[src/rtl/seq_word_comparator.sv]
// seq_word_comparator
//   Compares two multi-word operands A and B that arrive one word pair per
//   accepted cycle, most-significant word first. The first differing word
//   decides the result. Later words are still consumed, but they cannot change
//   a result that is already decided. When SIGNED=1, the MSW is compared as
//   two's complement. All lower words are always compared as unsigned.
//
// Ports
//   clk       : clock, rising edge
//   rst       : synchronous active-high reset
//   start     : begin a comparison (sampled in IDLE only)
//   in_valid  : A/B carry a valid word pair
//   A, B      : operand words, WIDTH bits
//   in_ready  : block accepts a word pair this cycle (CMP)
//   busy      : high in CMP and DONE
//   done      : one-cycle pulse, result valid
//   EQ/LT/GT  : registered result, held until the next accepted start or reset
module seq_word_comparator #(
  parameter int WIDTH  = 4,
  parameter int NWORDS = 4,
  parameter int SIGNED = 0
) (
  input  logic             clk,
  input  logic             rst,
  input  logic             start,
  input  logic             in_valid,
  input  logic [WIDTH-1:0] A,
  input  logic [WIDTH-1:0] B,
  output logic             in_ready,
  output logic             busy,
  output logic             done,
  output logic             EQ,
  output logic             LT,
  output logic             GT
);

  localparam int CW = (NWORDS > 1) ? $clog2(NWORDS) : 1;
  localparam logic [CW-1:0] LAST = CW'(NWORDS - 1);

  typedef enum logic [1:0] {IDLE, CMP, DONE} state_t;

  state_t          state;
  logic [CW-1:0]   cnt;
  logic            decided;
  logic            diff_lt;     // sign of the first differing word: 1 means A<B
  logic            word_ne;
  logic            word_lt;

  // Only the MSW is signed, and only when SIGNED is set.
  function automatic logic less_than(input logic [WIDTH-1:0] a,
                                     input logic [WIDTH-1:0] b,
                                     input logic             is_msw);
    if (SIGNED != 0 && is_msw)
      return $signed(a) < $signed(b);
    else
      return a < b;
  endfunction

  assign word_ne = (A != B);
  assign word_lt = less_than(A, B, cnt == '0);

  always_ff @(posedge clk) begin
    if (rst) begin
      state    <= IDLE;
      cnt      <= '0;
      decided  <= 1'b0;
      in_ready <= 1'b0;
      busy     <= 1'b0;
      done     <= 1'b0;
      EQ       <= 1'b0;
      LT       <= 1'b0;
      GT       <= 1'b0;
    end else begin
      case (state)
        IDLE: begin
          if (start) begin
            state    <= CMP;
            cnt      <= '0;
            decided  <= 1'b0;
            EQ       <= 1'b0;
            LT       <= 1'b0;
            GT       <= 1'b0;
            in_ready <= 1'b1;
            busy     <= 1'b1;
          end
        end

        CMP: begin
          if (in_valid) begin
            if (!decided && word_ne) begin
              decided <= 1'b1;
              diff_lt <= word_lt;
            end
            if (cnt == LAST) begin
              // The final word's own compare is folded into the result.
              // This makes a difference only in the last word still decide it.
              state    <= DONE;
              in_ready <= 1'b0;
              done     <= 1'b1;
              EQ       <= !(decided || word_ne);
              LT       <= decided ? diff_lt  : (word_ne && word_lt);
              GT       <= decided ? !diff_lt : (word_ne && !word_lt);
            end else begin
              cnt <= cnt + 1'b1;
            end
          end
        end

        DONE: begin
          state <= IDLE;
          done  <= 1'b0;
          busy  <= 1'b0;
        end

        default: begin
          state    <= IDLE;
          in_ready <= 1'b0;
          busy     <= 1'b0;
          done     <= 1'b0;
        end
      endcase
    end
  end

endmodule

[config.mk]
export PLATFORM = sky130hd
export DESIGN_NAME = seq_word_comparator
export DESIGN_NICKNAME = d
export VERILOG_FILES = /design/src/rtl/seq_word_comparator.sv
export SDC_FILE = /design/constraint.sdc
export NUM_CORES = 1
export LEC_CHECK = 0
export ABC_AREA = 1
export BUFFER_PORTS_ARGS = -buffer_cell sky130_fd_sc_hd__buf_2
export CAP_MARGIN = 25
export CORE_ASPECT_RATIO = 1.2
export CORE_MARGIN = 2
export CORE_UTILIZATION = 27
export DETAILED_ROUTE_END_ITERATION = 16
export PLACE_DENSITY = 0.48
export SLEW_MARGIN = 10
export SYNTH_ARGS = -nofsm -noshare
export SYNTH_HDL_FRONTEND = slang
export SYNTH_SLANG_ARGS = --single-unit
[constraint.sdc]
create_clock -name clk -period 1.5 [get_ports clk]
set_input_delay 0 -clock clk [delete_from_list [all_inputs] [get_ports clk]]
set_output_delay 0 -clock clk [all_outputs]
set_load 0.005 [all_outputs]
==> results of run 1 <==
==> metal layers <==
layer	global-route usage [%]	vias up	part of all wire, %	routed length, um
li1	-	335	-	-
met1	12.3	271	42	576
met2	21.0	22	50	700
met3	2.62	4	5.6	78
met4	7.35	0	2.2	31
met5	0	-	0	0
==> kinds of logic (layout without fill, tap and decap cells) <==
family	after synthesis	in the layout	synth area share (%)
compound gates	18	18	15.4
fa+ha+maj	5	5	9.73
buf+inv	18	40	10.5
flops	12	12	38.9
simple gates	38	38	25.5
==> worst max-delay path, cell delays in order, from the launching register on <==
cell and delay, ns:
dfxtp_1 0.35, ha_1 0.17, inv_1 0.08, nor2_2 0.15
nand2_1 0.09, nor2_1 0.10, nand2_1 0.07, a21oi_2 0.13
==> area by class of cell <==
class                      instances  area [sq um]
clock buffer                       4          36.3
fill                             267          1470
inverter                          18          67.6
multi-input combinational         61           325
sequential                        12           250
tap                               31          38.8
timing repair buffer              18          95.1
==> per-stage QoR <==
step | cell area (sq um) | std cells | utilization [%] | power, mW
4_1_cts | 813 | 144 | 35.6 | 0.780
3_3_place_gp | 767 | 139 | 33.6 | 0.511
3_5_place_dp | 767 | 139 | 33.6 | 0.513
5_1_grt | 813 | 144 | 35.6 | 0.818
2_1_floorplan | 643 | 91 | - | 0.462
6_report | 813 | 144 | 35.6 | 0.770
==> flip-flops by register name, indices dropped and copies added (netlist names) <==
register,count
EQ,1
GT,1
LT,1
busy,1
cnt,2
decided,1
diff_lt,1
done,1
in_ready,1
state,2
==> report_power, final <==
| part | internal, mW | total [mW] | switching (mW) |
|---|---|---|---|
| registers | 0.342 | 0.356 | 0.0137 |
| logic | 0.0596 | 0.149 | 0.0897 |
| clock network | 0.148 | 0.265 | 0.117 |
==> synth_stat cells, drive strengths merged <==
library cell	instances	area, sq um
nand2	23	91.3
inv	18	67.6
a21oi	12	63.8
dfxtp	11	220
nor2	7	31.3
ha	5	62.6
nand3	5	25.0
o21ai	4	20.0
nor3	2	10.0
a21boi	1	7.51
edfxtp	1	30.0
nand4	1	6.26
o21bai	1	7.51
==> worst paths after layout <==
| path | from | to | slack [ns] | cells past startpoint |
|---|---|---|---|---|
| setup / recovery | cnt[0]$_SDFFE_PP0P_ | GT$_SDFFE_PP0P_ | 0.30 | 7 |
| hold / removal | start | decided$_SDFFE_PP0P_ | 0.01 | 4 |
| setup reg to reg | cnt[0]$_SDFFE_PP0P_ | GT$_SDFFE_PP0P_ | 0.30 | 7 |
| hold reg to reg | in_ready$_SDFFE_PP0P_ | in_ready$_SDFFE_PP0P_ | 0.45 | 2 |
==> cell usage in the layout, fill, tap and decap left out <==
| master | instances |
|---|---|
| a21boi_0 | 1 |
| a21oi_1 | 11 |
| a21oi_2 | 1 |
| buf_2 | 17 |
| clkbuf_4 | 3 |
| clkbuf_8 | 1 |
| dfxtp_1 | 11 |
| dlygate4sd3_1 | 1 |
| edfxtp_1 | 1 |
| ha_1 | 5 |
| inv_1 | 15 |
| inv_2 | 3 |
| nand2_1 | 21 |
| nand2_2 | 2 |
| nand3_1 | 5 |
| nand4_1 | 1 |
| nor2_1 | 5 |
| nor2_2 | 2 |
| nor3_1 | 2 |
| o21ai_0 | 4 |
| o21bai_1 | 1 |
==> impl_metrics.env, run 1 <==
export IMPL_status="finished clean"
export IMPL_finalCriticalPeriod_ns=1.20
export IMPL_fin_nets=131
export IMPL_fin_skew_ns=0.00542
export IMPL_place_congestion=0.883
export IMPL_areaGrowthSynthToFinish_pct=26.5
export IMPL_drcViolationCount=0
export IMPL_ys_types=17
export IMPL_cts_tree="done"
export IMPL_avgSynthCellArea_sq_um=7.07
export IMPL_core_sq_mm=0.00228
export IMPL_initial_utilization_pct=28.2
export IMPL_finalMaxSlewViolations=0
export IMPL_wl_per_cell_um=9.63
export IMPL_io_buffer_count=17
export IMPL_hold_ws_ns=0.0148
export IMPL_ys_seq_elements=12
export IMPL_clk_pin_slew_ns=0.08
export IMPL_wl_um=1390
export IMPL_min_path_type="in -> reg"
export IMPL_crit_type="reg -> reg"
export IMPL_drv_cap=0
export IMPL_synthesis_area_sq_um=643
export IMPL_grtUsageTotal_pct=11.7
export IMPL_ioPinCount=18
export IMPL_viasPerCell=4.39
export IMPL_irDropWorstVdd_v=0.000341
export IMPL_root_buffer="clkbuf_4"
export IMPL_worst_pin_slew_ns=0.296
export IMPL_endpoint_kind="flip-flop"
export IMPL_insertion_delay_ns=0.28
export IMPL_post_place_ws_ns=0.196
export IMPL_cts_resized=0
export IMPL_placementRows=19
export IMPL_post_cts_buffers=0
export IMPL_initialDrtViolationCount=10
export IMPL_fp_dieH_um=57.5
export IMPL_max_slew_margin_pct=80.1
export IMPL_critPathRequiredTime_ns=1.71
export IMPL_power_density_mw_per_mm2=946
export IMPL_grt_start_max_net_pins=8
export IMPL_clockBufferDepth=2
export IMPL_first_pass_iters=5
export IMPL_grt_pass1_vias=637
export IMPL_rsz0062_at_grt="false"
export IMPL_synth_warnings=0
export IMPL_fp_dieW_um=48.6
export IMPL_grt_overflow_total=0
export IMPL_cts_hold_repair_buffers=1
export IMPL_startpoint_type="flip-flop"
export IMPL_power_leakage_nw=0.434
export IMPL_vias=632
export IMPL_arrival_ns=1.42
export IMPL_grt_pass1_wl_um=2510
export IMPL_final_layout_size_suffix_gt1_share_pct=25.7
export IMPL_antenna_found_initial=0
export IMPL_critical_path_max_fanout=3
export IMPL_setup_slack_ns=0.296
export IMPL_setup_tns_ns=0
export IMPL_finalHoldViolCount=0
export IMPL_syn_nets=108
export IMPL_synth_cells=91
export IMPL_htreeDepth=1
export IMPL_dp_hpwl_um=1150
export IMPL_numCtsBuffers=3
export IMPL_drtAntennaViolNets=0
export IMPL_setup_viol=0
export IMPL_die_area_sq_mm=0.00279
export IMPL_ys_seq_area_share_pct=38.9
export IMPL_fin_crit_sh_pct=80.3
export IMPL_cts_sinks=12
export IMPL_fmax_mhz=830
export IMPL_diodes=0
Power figures use the tool's default switching activity.
==> run 2, diff against run 1 <==
--- a/config.mk
+++ b/config.mk
@@ -12,7 +12,7 @@
 export CORE_MARGIN = 2
 export CORE_UTILIZATION = 27
 export DETAILED_ROUTE_END_ITERATION = 16
-export PLACE_DENSITY = 0.48
+export PLACE_DENSITY = 0.5
 export SLEW_MARGIN = 10
 export SYNTH_ARGS = -nofsm -noshare
 export SYNTH_HDL_FRONTEND = slang
==> constraint.sdc (replaced) <==
create_clock -name clk -period 1.02 [get_ports clk]
set_input_delay 0 -clock clk [delete_from_list [all_inputs] [get_ports clk]]
set_output_delay 0 -clock clk [all_outputs]
set_load 0.005 [all_outputs]
==> run 2 against run 1 <==
Effect of this change:
- the flow now finishes with violations (negative setup slack)
- die area is the same
- power grew 45%
- clock skew grew 0.0079 ns
- critical path depth shrank 1
- non-clock buffer count grew 7
- highest routed layer unchanged
==> impl_metrics.env, run 2 (synthesized netlist as in run 1, its figures left out) <==
export IMPL_cp_startpoint="cnt[0]$_SDFFE_PP0P_"
export IMPL_worst_pin_slew_ns=0.219
export IMPL_placementRows=19
export IMPL_setup_slack_ns=-0.0437
export IMPL_drv_cap=0
export IMPL_areaGrowthSynthToFinish_pct=43.0
export IMPL_violations="negative setup slack"
export IMPL_fmax_mhz=940
export IMPL_setup_viol=6
export IMPL_hold_path_end="done$_SDFFE_PP0P_"
export IMPL_grtUsageTotal_pct=12.2
export IMPL_insertion_delay_ns=0.27
export IMPL_mostFrequentLayoutCell="nand2_1"
export IMPL_setup_tns_ns=-0.149
export IMPL_fp_dieW_um=48.6
export IMPL_htreeDepth=1
export IMPL_cts_sinks=12
export IMPL_finalCriticalPeriod_ns=1.06
export IMPL_stdcell_area_sq_um=920
export IMPL_crit_reg2reg_capture="GT$_SDFFE_PP0P_"
export IMPL_crit_type="reg -> reg"
export IMPL_die_area_sq_mm=0.00279
export IMPL_clk_pin_slew_ns=0.08
export IMPL_grt_start_max_net_pins=8
export IMPL_final_layout_size_suffix_gt1_share_pct=42.5
export IMPL_cts_tree="done"
export IMPL_drtAntennaViolNets=0
export IMPL_first_pass_iters=4
export IMPL_startpoint_type="flip-flop"
export IMPL_initialDrtViolationCount=2
export IMPL_r2r_cells=6
export IMPL_timing_rr_start="cnt[0]$_SDFFE_PP0P_"
export IMPL_holdPathStages=2
export IMPL_dp_hpwl_um=1190
export IMPL_grt_overflow_total=0
export IMPL_top_regs="cnt x2, state x2"
export IMPL_rsz0062_at_grt="true"
export IMPL_io_buffer_count=17
export IMPL_fp_dieH_um=57.5
export IMPL_clockBufferDepth=2
export IMPL_post_cts_buffers=0
export IMPL_fin_skew_ns=0.0133
export IMPL_power_density_mw_per_mm2=1220
export IMPL_drcViolationCount=0
export IMPL_wl_um=1500
export IMPL_total_power_mw=1.12
export IMPL_critical_path_max_fanout=4
export IMPL_viasPerCell=4.34
export IMPL_status="finished, violations left"
export IMPL_power_leakage_nw=0.468
export IMPL_fin_nets=138
export IMPL_place_congestion=0.859
export IMPL_min_path_type="in -> reg"
export IMPL_placedInstanceArea_sq_um=832
export IMPL_arrival_ns=1.22
export IMPL_critPathRequiredTime_ns=1.17
export IMPL_final_cell_mix="nand2_1, buf_2, inv_1"
export IMPL_antenna_found_initial=0
export IMPL_fin_crit_sh_pct=104
export IMPL_min_delay_start="rst"
export IMPL_numCtsBuffers=3
export IMPL_finalMaxSlewViolations=0
export IMPL_wl_per_cell_um=9.93
export IMPL_hold_ws_ns=0.00457
export IMPL_max_slew_margin_pct=85.3
export IMPL_core_sq_mm=0.00228
export IMPL_endpoint_kind="flip-flop"
export IMPL_initial_utilization_pct=28.2
export IMPL_grt_pass1_wl_um=2570
export IMPL_irDropWorstVdd_v=0.000413
export IMPL_diodes=0
export IMPL_root_buffer="clkbuf_4"
export IMPL_finalHoldViolCount=0
export IMPL_rrSetupSlack_ns=-0.04
export IMPL_post_place_ws_ns=-0.186
export IMPL_grt_pass1_vias=638
export IMPL_vias=656
export IMPL_ioPinCount=18
-- run 2: cell count changes in the layout (fill, tap and decap cells not counted), moves of 2 or more --
| cell | previous run | this run |
|---|---|---|
| o21ai_0 | 4 | 2 |
| o21ai_1 | 0 | 2 |
| nand2_2 | 2 | 4 |
| nand3_1 | 5 | 3 |
| dfxtp_1 | 11 | 7 |
| nand2_1 | 21 | 18 |
| inv_4 | 0 | 2 |
| dfxtp_2 | 0 | 3 |
| buf_4 | 0 | 8 |
| nor2_1 | 5 | 3 |
| nand3_2 | 0 | 2 |
-- run 2: per-stage QoR --
stage / util, % / instances
finish: 40.3 / 151
global route: 40.3 / 151
CTS: 39.3 / 151
detailed placement: 36.5 / 147
global placement: 36.5 / 147
floorplan: - / 91
-- run 2: power by group --
| part | internal [mW] | switching (mW) |
|---|---|---|
| clock | 0.151 | 0.154 |
| combinational | 0.127 | 0.157 |
| sequential | 0.506 | 0.0236 |
-- run 2: cell type report --
type                       instances  area (sq um)
fill                             259          1360
multi-input combinational         61           379
sequential                        12           258
timing repair buffer              25           145
inverter                          18          72.6
tap                               31          38.8
clock buffer                       4          26.3
-- run 2: how the worst max path moves through the flow --
stage | slack [ns] | endpoint | depth (start not counted)
after floorplan | -0.007 | GT$_SDFFE_PP0P_ | 7
after global placement | -0.19 | diff_lt$_DFFE_PP_ | 7
after detailed placement | -0.19 | diff_lt$_DFFE_PP_ | 7
after CTS | -0.05 | GT$_SDFFE_PP0P_ | 8
after global routing | -0.12 | GT$_SDFFE_PP0P_ | 7
final | -0.04 | GT$_SDFFE_PP0P_ | 6
-- run 2: what timing repair did --
item                                    CTS  global route
endpoints found under the setup margin   10            10
pin swaps                                 6             5
gates resized for setup                  14             8
hold endpoints to repair                  2             2
-- run 2: metal layers --
metal | vias up | global-route usage [%] | share of wire [%]
met4 | 0 | 7.35 | 1.5
met3 | 2 | 1.83 | 3.4
met2 | 13 | 24.0 | 54
met5 | - | 0 | 0
met1 | 290 | 12.1 | 41
li1 | 351 | - | -
-- run 2: worst max-delay path: stages (launching register included) --
cell and delay (ns):
dfxtp_2 0.36, ha_4 0.16, inv_4 0.05, a21oi_2 0.17, nand2_4 0.09, nand2_2 0.07, a21oi_2 0.05
